**src/rtl/id_ex_stage.sv**
```systemverilog
// -----------------------------------------------------------------------------
// id_ex_stage
//
// Decode-to-execute pipeline register. It also holds load-use hazard
// detection, which inserts one bubble, and a write-back bypass, which covers a
// register-file write and read of the same register in the same cycle.
//
// Ports
//   clk, reset                  pipeline clock; asynchronous active-low reset
//   id_readata1/2, id_imm       ID operands (rs data, rt data, sign-ext imm)
//   id_rs/rt/rd                 ID register specifiers
//   id_ctrl                     {RegWrite, MemtoReg, MemRead, MemWrite,
//                                ALUSrc, RegDst, ALUOp[1:0], Branch}
//   id_valid                    ID holds a real instruction
//   flush                       squash the instruction entering EX
//   wb_regwrite/writereg/
//   writedata                   write-back port, used for the bypass
//   ex_*                        registered EX-stage copies
//   stall                       combinational; freeze PC and IF/ID
// -----------------------------------------------------------------------------
module id_ex_stage #(
   parameter int DATA_W = 32,
   parameter int REG_AW = 5
) (
   input  logic              clk,
   input  logic              reset,
   input  logic [DATA_W-1:0] id_readata1,
   input  logic [DATA_W-1:0] id_readata2,
   input  logic [DATA_W-1:0] id_imm,
   input  logic [REG_AW-1:0] id_rs,
   input  logic [REG_AW-1:0] id_rt,
   input  logic [REG_AW-1:0] id_rd,
   input  logic [8:0]        id_ctrl,
   input  logic              id_valid,
   input  logic              flush,
   input  logic              wb_regwrite,
   input  logic [REG_AW-1:0] wb_writereg,
   input  logic [DATA_W-1:0] wb_writedata,
   output logic [DATA_W-1:0] ex_readata1,
   output logic [DATA_W-1:0] ex_readata2,
   output logic [DATA_W-1:0] ex_imm,
   output logic [REG_AW-1:0] ex_rs,
   output logic [REG_AW-1:0] ex_rt,
   output logic [REG_AW-1:0] ex_rd,
   output logic [8:0]        ex_ctrl,
   output logic              ex_valid,
   output logic              stall
);

   // Bit position of MemRead inside the control vector.
   localparam int CTRL_MEMREAD = 6;

   logic [DATA_W-1:0] op1;
   logic [DATA_W-1:0] op2;
   logic              bubble;

   // Load-use hazard: the load in EX writes a register the ID instruction
   // reads. Register 0 is hard-wired, so a load targeting it never stalls.
   always_comb begin
      stall = ex_valid & ex_ctrl[CTRL_MEMREAD] & (ex_rt != '0) & id_valid &
              ((ex_rt == id_rs) | (ex_rt == id_rt));
   end

   // Write-back bypass: the register file returns the old value when it is
   // written and read in the same cycle, so take the WB data directly.
   always_comb begin
      op1 = id_readata1;
      op2 = id_readata2;
      if (wb_regwrite && (wb_writereg != '0) && (wb_writereg == id_rs))
         op1 = wb_writedata;
      if (wb_regwrite && (wb_writereg != '0) && (wb_writereg == id_rt))
         op2 = wb_writedata;
   end

   // A flush takes precedence over a stall, but both produce the same single
   // bubble, so one combined term is enough.
   assign bubble = flush | stall;

   // NOTE: sequential state uses non-blocking assignments so every register
   // samples the pre-edge values; the pipeline register is reset
   // asynchronously so a stall driven from ex_* drops immediately.
   always_ff @(posedge clk or negedge reset) begin
      if (!reset) begin
         ex_readata1 <= '0;
         ex_readata2 <= '0;
         ex_imm      <= '0;
         ex_rs       <= '0;
         ex_rt       <= '0;
         ex_rd       <= '0;
         ex_ctrl     <= '0;
         ex_valid    <= 1'b0;
      end else if (bubble) begin
         ex_readata1 <= '0;
         ex_readata2 <= '0;
         ex_imm      <= '0;
         ex_rs       <= '0;
         ex_rt       <= '0;
         ex_rd       <= '0;
         ex_ctrl     <= '0;
         ex_valid    <= 1'b0;
      end else begin
         ex_readata1 <= op1;
         ex_readata2 <= op2;
         ex_imm      <= id_imm;
         ex_rs       <= id_rs;
         ex_rt       <= id_rt;
         ex_rd       <= id_rd;
         ex_ctrl     <= id_valid ? id_ctrl : 9'h000;
         ex_valid    <= id_valid;
      end
   end

endmodule

```
**config.mk**
```make
export PLATFORM = sky130hd
export DESIGN_NAME = id_ex_stage
export DESIGN_NICKNAME = d
export VERILOG_FILES = /design/src/rtl/id_ex_stage.sv
export SDC_FILE = /design/constraint.sdc
export NUM_CORES = 1
export LEC_CHECK = 0
export BUFFER_PORTS_ARGS = -buffer_cell sky130_fd_sc_hd__buf_2
export CAP_MARGIN = 20
export CORE_UTILIZATION = 45
export CTS_BUF_LIST = sky130_fd_sc_hd__clkbuf_8
export CTS_CLUSTER_SIZE = 12
export DETAILED_ROUTE_END_ITERATION = 7
export GPL_TIMING_DRIVEN = 0
export PLACE_DENSITY = 0.88
export SLEW_MARGIN = 20
export SYNTH_ARGS = -nofsm -noshare
export SYNTH_HDL_FRONTEND = slang
export SYNTH_SLANG_ARGS = --single-unit
```
**constraint.sdc**
```tcl
create_clock -name clk -period 4.3 [get_ports clk]
set_input_delay 0.215 -clock clk [delete_from_list [all_inputs] [get_ports clk]]
set_output_delay 0.215 -clock clk [all_outputs]
set_load 0.01 [all_outputs]
```
==> results of run 1 <==
-- power by group through the flow --
stage	Clock (mW)	Sequential, mW	Combinational [mW]
after floorplan	0	1.27	0.243
after global placement	0	1.24	0.509
after detailed placement	0	1.24	0.524
after CTS	1.09	1.22	0.562
after global routing	1.15	1.22	0.619
final	1.08	1.22	0.572
-- synthesized netlist by cell type (3+ instances only) --
library cell	instances	area, µm²
dfrtp_1	121	3030
xnor2_1	20	175
buf_6	6	67.6
a221oi_2	60	901
nand4_1	64	400
buf_2	21	105
and2_1	3	18.8
a211oi_1	56	420
o31ai_1	64	480
nand2_1	4	15.0
a221oi_1	4	35.0
inv_1	56	210
clkbuf_1	37	139
buf_1	16	60.1
nand3_1	5	25.0
-- how the worst max path moves through the flow --
stage / slack [ns] / cells after the start / endpoint / from
floorplan: 2.48 / 6 / stall / ex_rt[4]
global placement: 1.58 / 1 / ex_readata2[7] / reset
detailed placement: 1.73 / 5 / ex_readata1[21] / ex_rt[3]
CTS: 1.28 / 7 / stall / ex_rt[4]
global route: 1.10 / 7 / stall / ex_rt[2]
finish: 1.29 / 7 / stall / ex_rt[4]
-- sequential cells by signal (all words and copies together), names as in the netlist --
register     cells
ex_ctrl          9
ex_rd            5
ex_readata2     32
ex_readata1     32
ex_imm          32
ex_rs            5
ex_rt            5
ex_valid         1
-- cell families after synthesis --
family / synth area share, %
AO/OA/AOI/OAI: 30.5
buffers and inverters: 9.45
flip-flops: 49.2
AND/OR/NAND/NOR: 8.08
XOR/XNOR: 2.84
-- cell type report --
cell class | instances | area share (%)
diodes | 2 | 0.0572
plain buffers | 80 | 4.25
clock buffers | 18 | 2.83
clock inverters | 13 | 1.93
inverters | 56 | 2.40
multi-input cells | 291 | 29.1
flip-flops and latches | 121 | 34.6
well taps | 176 | 2.52
repair buffers | 334 | 22.3
-- timing repair --
item,in CTS,in global routing
gates resized for setup,0,0
hold endpoints to repair,97,0
hold buffers,50,0
-- through the flow --
stage,utilization [%],cells
after floorplan,-,548
after detailed placement,58.9,1008
after global routing,65.8,1091
final,65.8,1091
after global placement,58.6,1007
after CTS,65.8,1089
-- routing by layer --
layer,GRT usage (%),up-vias
met5,0,-
met3,7.33,83
met4,16.0,0
li1,-,2829
met2,51.7,351
met1,38.5,3020
-- critical path, delay by kind of cell, from the launching register on --
kind / cells / cell delay [ns]
buffers and inverters: 3 / 0.91
AO/OA/AOI/OAI: 1 / 0.52
flip-flops: 1 / 0.45
AND/OR/NAND/NOR: 2 / 0.25
XOR/XNOR: 1 / 0.23
==> run_results.csv, run 1 <==
group,metric,value,unit
run_status,status,"finished, final reports clean",
worst_setup_path,required,4.09,ns
clock_tree,cts_tree,"done",
drt,dr.pass1.iters,8,
power_and_ir_drop,power_density,328,nW/µm²
final_layout,drive_gt1_share,44.2,%
floorplanning,die_h,119,µm
place,placed_area,7830,µm²
timing,slew_violations,0,
synth,ys_warn_count,0,
worst_setup_path,critPathMaxFanout,10,
worst_setup_path,worstSetupPathType,"reg -> out",
timing,fmax,0.332,GHz
clock_tree,cts_sinks,121,
min_path,hold_start,"id_readata2[31]",
synth,ys_types,24,
timing,rsz0062_at_grt,"false",
timing,hold_viol_final,0,
place,gp_congestion,0.865,
drt,drtIter0Drc,531,
clock_tree,clock_latency,0.45,ns
min_path,hp-class,"in -> reg",
power_and_ir_drop,internal_power,2.01,mW
timing,worst_slack,1.29,ns
timing,finalCriticalPeriod,3.01,ns
synth,synth_top_flop_cell,"dfrtp_1",
global_route,grtUsageTotal,31.4,%
timing,setup_viol,0,
worst_setup_path,r2r_slack,1.70,ns
worst_setup_path,slowest_stage,"o22ai_1",
synth,avgSynthCellArea,11.2,µm²
timing,relSlewSlack,46.2,%
floorplanning,start_util,46.3,%
floorplanning,core-area,13300,µm²
timing,holdWs,0.0264,ns
synth,synth-edff-count,0,
floorplanning,fp-row-count,42,
final_layout,layout.nets,1063,
timing,tns,0,ns
synth,synthCells,548,
drt,via_count,6283,
power_and_ir_drop,p_comb_share,19.9,%
final_layout,fillers,1007,
floorplanning,die_area,14200,µm²
floorplanning,chipWidth,119,µm
drt,antenna_left,0,
worst_setup_path,max_stage_delay,0.52,ns
clock_tree,cts_made_buffers,17,
drt,avgViaCountPerCell,5.76,
drt,wl,21700,µm
global_route,antenna_found_initial,2,
min_path,min_path_cells,3,
final_layout,multi_input_area,2550,µm²
run,max_cap_violations,0,
place,portBuffers,283,
worst_setup_path,cp_cell_sequence,"xnor2_1 -> nand3_1 -> o22ai_1 -> clkbuf_1 -> buf_2 -> and2_1 -> buf_2",
worst_setup_path,ff2ff_path_depth,5,
worst_setup_path,end_kind,"primary output",
worst_setup_path,startpoint_type,"flip-flop",
global_route,grt_max_degree,74,
power_and_ir_drop,ir_drop,0.171,mV
worst_setup_path,rr_startpoint,"ex_rt[3]",
place,pre_cts_slack,1.73,ns
synth,syn_area,6160,µm²
global_route,grt_pass1_wl,33900,µm
clock_tree,clockRootBuffer,"clkbuf_8",
drt,wl_met2,10700,µm
final_layout,layout_commonest_cell,"buf_2",
synth,synth_nets,710,
synth,synth_seq_cells,121,
timing,fin_skew,0.0137,ns
final_layout,fin_area,8750,µm²
final_layout,regArea,3030,µm²
timing,finalCritPeriodShare,70.1,%
clock_tree,cts_htree_levels,4,
drt,route.detailed.drc,0,
power_and_ir_drop,p_seq_share,42.4,%
final_layout,area_growth,42.1,%
worst_setup_path,cpMostUsedCell,"buf_2",
drt,avgRoutedWirePerCell,19.9,µm
drt,route.layer.met1.wl,8610,µm
final_layout,layout_common_cells,"303 x buf_2, 121 x dfrtp_1, 64 x nand4_1, 64 x o31ai_1, 60 x a221oi_2",
place,hpwl,15000,µm
drt,routed-wl-met3,1420,µm
clock_tree,clock_path_buffers,2,
power_and_ir_drop,total_power,2.87,mW
synth,async_reset_ff_share,100,%
global_route,grt.overflow.total,0,
synth,ys_seq_area_share,49.2,%
clock_tree,cts_setup_buffers,0,
min_path,min_to,"ex_readata2[31]",
clock_tree,path_clk_slew,0.08,ns
power_and_ir_drop,power_switching_share,29.8,%
worst_setup_path,r2r_end,"ex_readata1[28]",
timing,worst_pin_slew,0.806,ns
power_and_ir_drop,switchingPower,0.857,mW
worst_setup_path,crit_arrival,2.80,ns
power_and_ir_drop,p_leak,4.16,nW
drt,highest_layer,"met4",
global_route,grt_pass1_vias,6418,
floorplanning,io_pins,284,
power_and_ir_drop,clkPwrFrac,37.7,%
No activity file was read; power rests on OpenSTA's default activity.
==> inputs of run 2 (changes only) <==
Settings changed: CORE_UTILIZATION 45 to 44, PLACE_DENSITY 0.88 to 0.9.
Clock period 4.3 ns to 2.7 ns, I/O delays scaled along.
==> run_results.csv, run 2 (same netlist as run 1, synthesis figures left out) <==
group,metric,value,unit
run_status,status,"finished, final reports clean",
final_layout,fin_util,74.1,%
worst_setup_path,required,3.07,ns
clock_tree,cts_setup_buffers,0,
global_route,antenna_found_initial,0,
final_layout,drive_gt1_share,40.2,%
min_path,hold_start,"id_readata1[10]",
global_route,grt_pass1_vias,7426,
worst_setup_path,crit_arrival,3.03,ns
worst_setup_path,r2r_end,"ex_readata2[13]",
timing,finalCritPeriodShare,98.5,%
timing,fin_skew,0.0122,ns
place,gp_congestion,0.845,
timing,tns,0,ns
clock_tree,clock_path_buffers,2,
worst_setup_path,startpoint_type,"input port",
floorplanning,io_pins,284,
final_layout,area_growth,61.8,%
drt,dr.pass1.iters,5,
timing,slew_violations,0,
drt,wl,26300,µm
final_layout,fillers,823,
power_and_ir_drop,ir_drop,0.320,mV
clock_tree,cts_htree_levels,4,
drt,avgRoutedWirePerCell,21.8,µm
floorplanning,chipWidth,120,µm
timing,hold_viol_final,0,
timing,rsz0062_at_grt,"false",
timing,relSlewSlack,43.3,%
worst_setup_path,ff2ff_path_depth,6,
global_route,grt.overflow.total,0,
drt,drtIter0Drc,793,
final_layout,regArea,3030,µm²
clock_tree,cts_made_buffers,17,
floorplanning,fp-row-count,42,
floorplanning,core-area,13500,µm²
worst_setup_path,r2r_slack,0.06,ns
final_layout,layout_common_cells,"304 x buf_2, 170 x dlygate4sd3_1, 121 x dfrtp_1",
drt,avgViaCountPerCell,5.91,
worst_setup_path,critPathMaxFanout,10,
floorplanning,die_area,14500,µm²
global_route,grtUsageTotal,36.7,%
clock_tree,path_clk_slew,0.08,ns
place,hpwl,15100,µm
clock_tree,clockRootBuffer,"clkbuf_8",
power_and_ir_drop,p_leak,4.74,nW
floorplanning,die_h,120,µm
final_layout,reg_top3,"ex_imm x32, ex_readata1 x32, ex_readata2 x32",
drt,route.detailed.drc,0,
floorplanning,start_util,45.8,%
final_layout,layout_commonest_cell,"buf_2",
final_layout,multi_input_area,2570,µm²
global_route,grt_pass1_wl,40100,µm
global_route,grt_max_degree,71,
final_layout,diodes,0,
timing,finalCriticalPeriod,2.66,ns
power_and_ir_drop,power_density,481,nW/µm²
place,portBuffers,283,
timing,setup_viol,0,
timing,fmax,0.376,GHz
min_path,min_to,"ex_readata1[10]",
drt,antenna_left,0,
run,max_cap_violations,0,
final_layout,layout.nets,1182,
min_path,min_path_cells,3,
clock_tree,cts_tree,"done",
worst_setup_path,rr_startpoint,"ex_rt[2]",
min_path,hp-class,"in -> reg",
worst_setup_path,end_kind,"flip-flop",
worst_setup_path,worstSetupPathType,"in -> reg",
drt,via_count,7151,
clock_tree,cts_sinks,121,
clock_tree,clock_latency,0.45,ns
timing,worst_pin_slew,0.851,ns
==> run 2: worst max-delay path, cell delays in order <==
cell,delay (ns)
dlygate4sd3_1,0.55
buf_2,0.17
xnor2_1,0.22
and2_1,0.15
clkbuf_1,0.34
buf_1,0.41
nand4_1,0.18
a221oi_2,0.27
dlygate4sd3_1,0.61
==> run 2: layer usage <==
| metal | part of all wire [%] | global-route usage (%) |
|---|---|---|
| met1 | 37 | 42.9 |
| met2 | 49 | 61.7 |
| met3 | 7.4 | 7.36 |
| met4 | 6.4 | 23.3 |
| met5 | 0 | 0 |
==> run 2: timing repair <==
action,CTS,global route
gates cloned,0,0
hold buffers,169,1
hold endpoints to repair,169,1
resized for setup,3,14
setup endpoints to repair,1,26
==> run 2: final cells by class <==
type	instances	area share, %
Timing Repair Buffer	454	31.6
Sequential cell	121	30.4
Multi-Input combinational cell	291	25.8
Buffer	79	3.79
Clock buffer	17	2.35
Tap cell	176	2.21
Inverter	56	2.11
Clock inverter	15	1.79
==> run 2: how the worst max path moves through the flow <==
stage,from,to,slack [ns],cells after the start
after floorplan,ex_rt[4],ex_imm[0],0.95,6
after global placement,reset,ex_readata2[4],0.05,1
after detailed placement,ex_rt[3],ex_readata1[22],0.17,5
after CTS,ex_rt[4],stall,0.10,7
after global routing,ex_rt[2],ex_readata2[13],0.02,6
final,id_rt[3],ex_readata2[9],0.04,9
==> run 2: stage by stage <==
step	power (mW)	cell area, µm²	hold WS (ns)	cells	setup slack [ns]
after floorplan	2.41	6160	-0.161	548	0.954
after global placement	2.78	7800	0.347	1007	0.0507
after detailed placement	2.81	7830	0.115	1008	0.167
after CTS	4.71	9950	0.000390	1209	0.103
final	4.79	9970	0.0190	1209	0.0417
after global routing	4.97	9970	0.00614	1209	0.0217
==> run 2: report_power, final <==
part / switching [mW] / internal, mW
sequential: 0.0363 / 1.91
clock: 0.897 / 0.859
combinational: 0.614 / 0.483
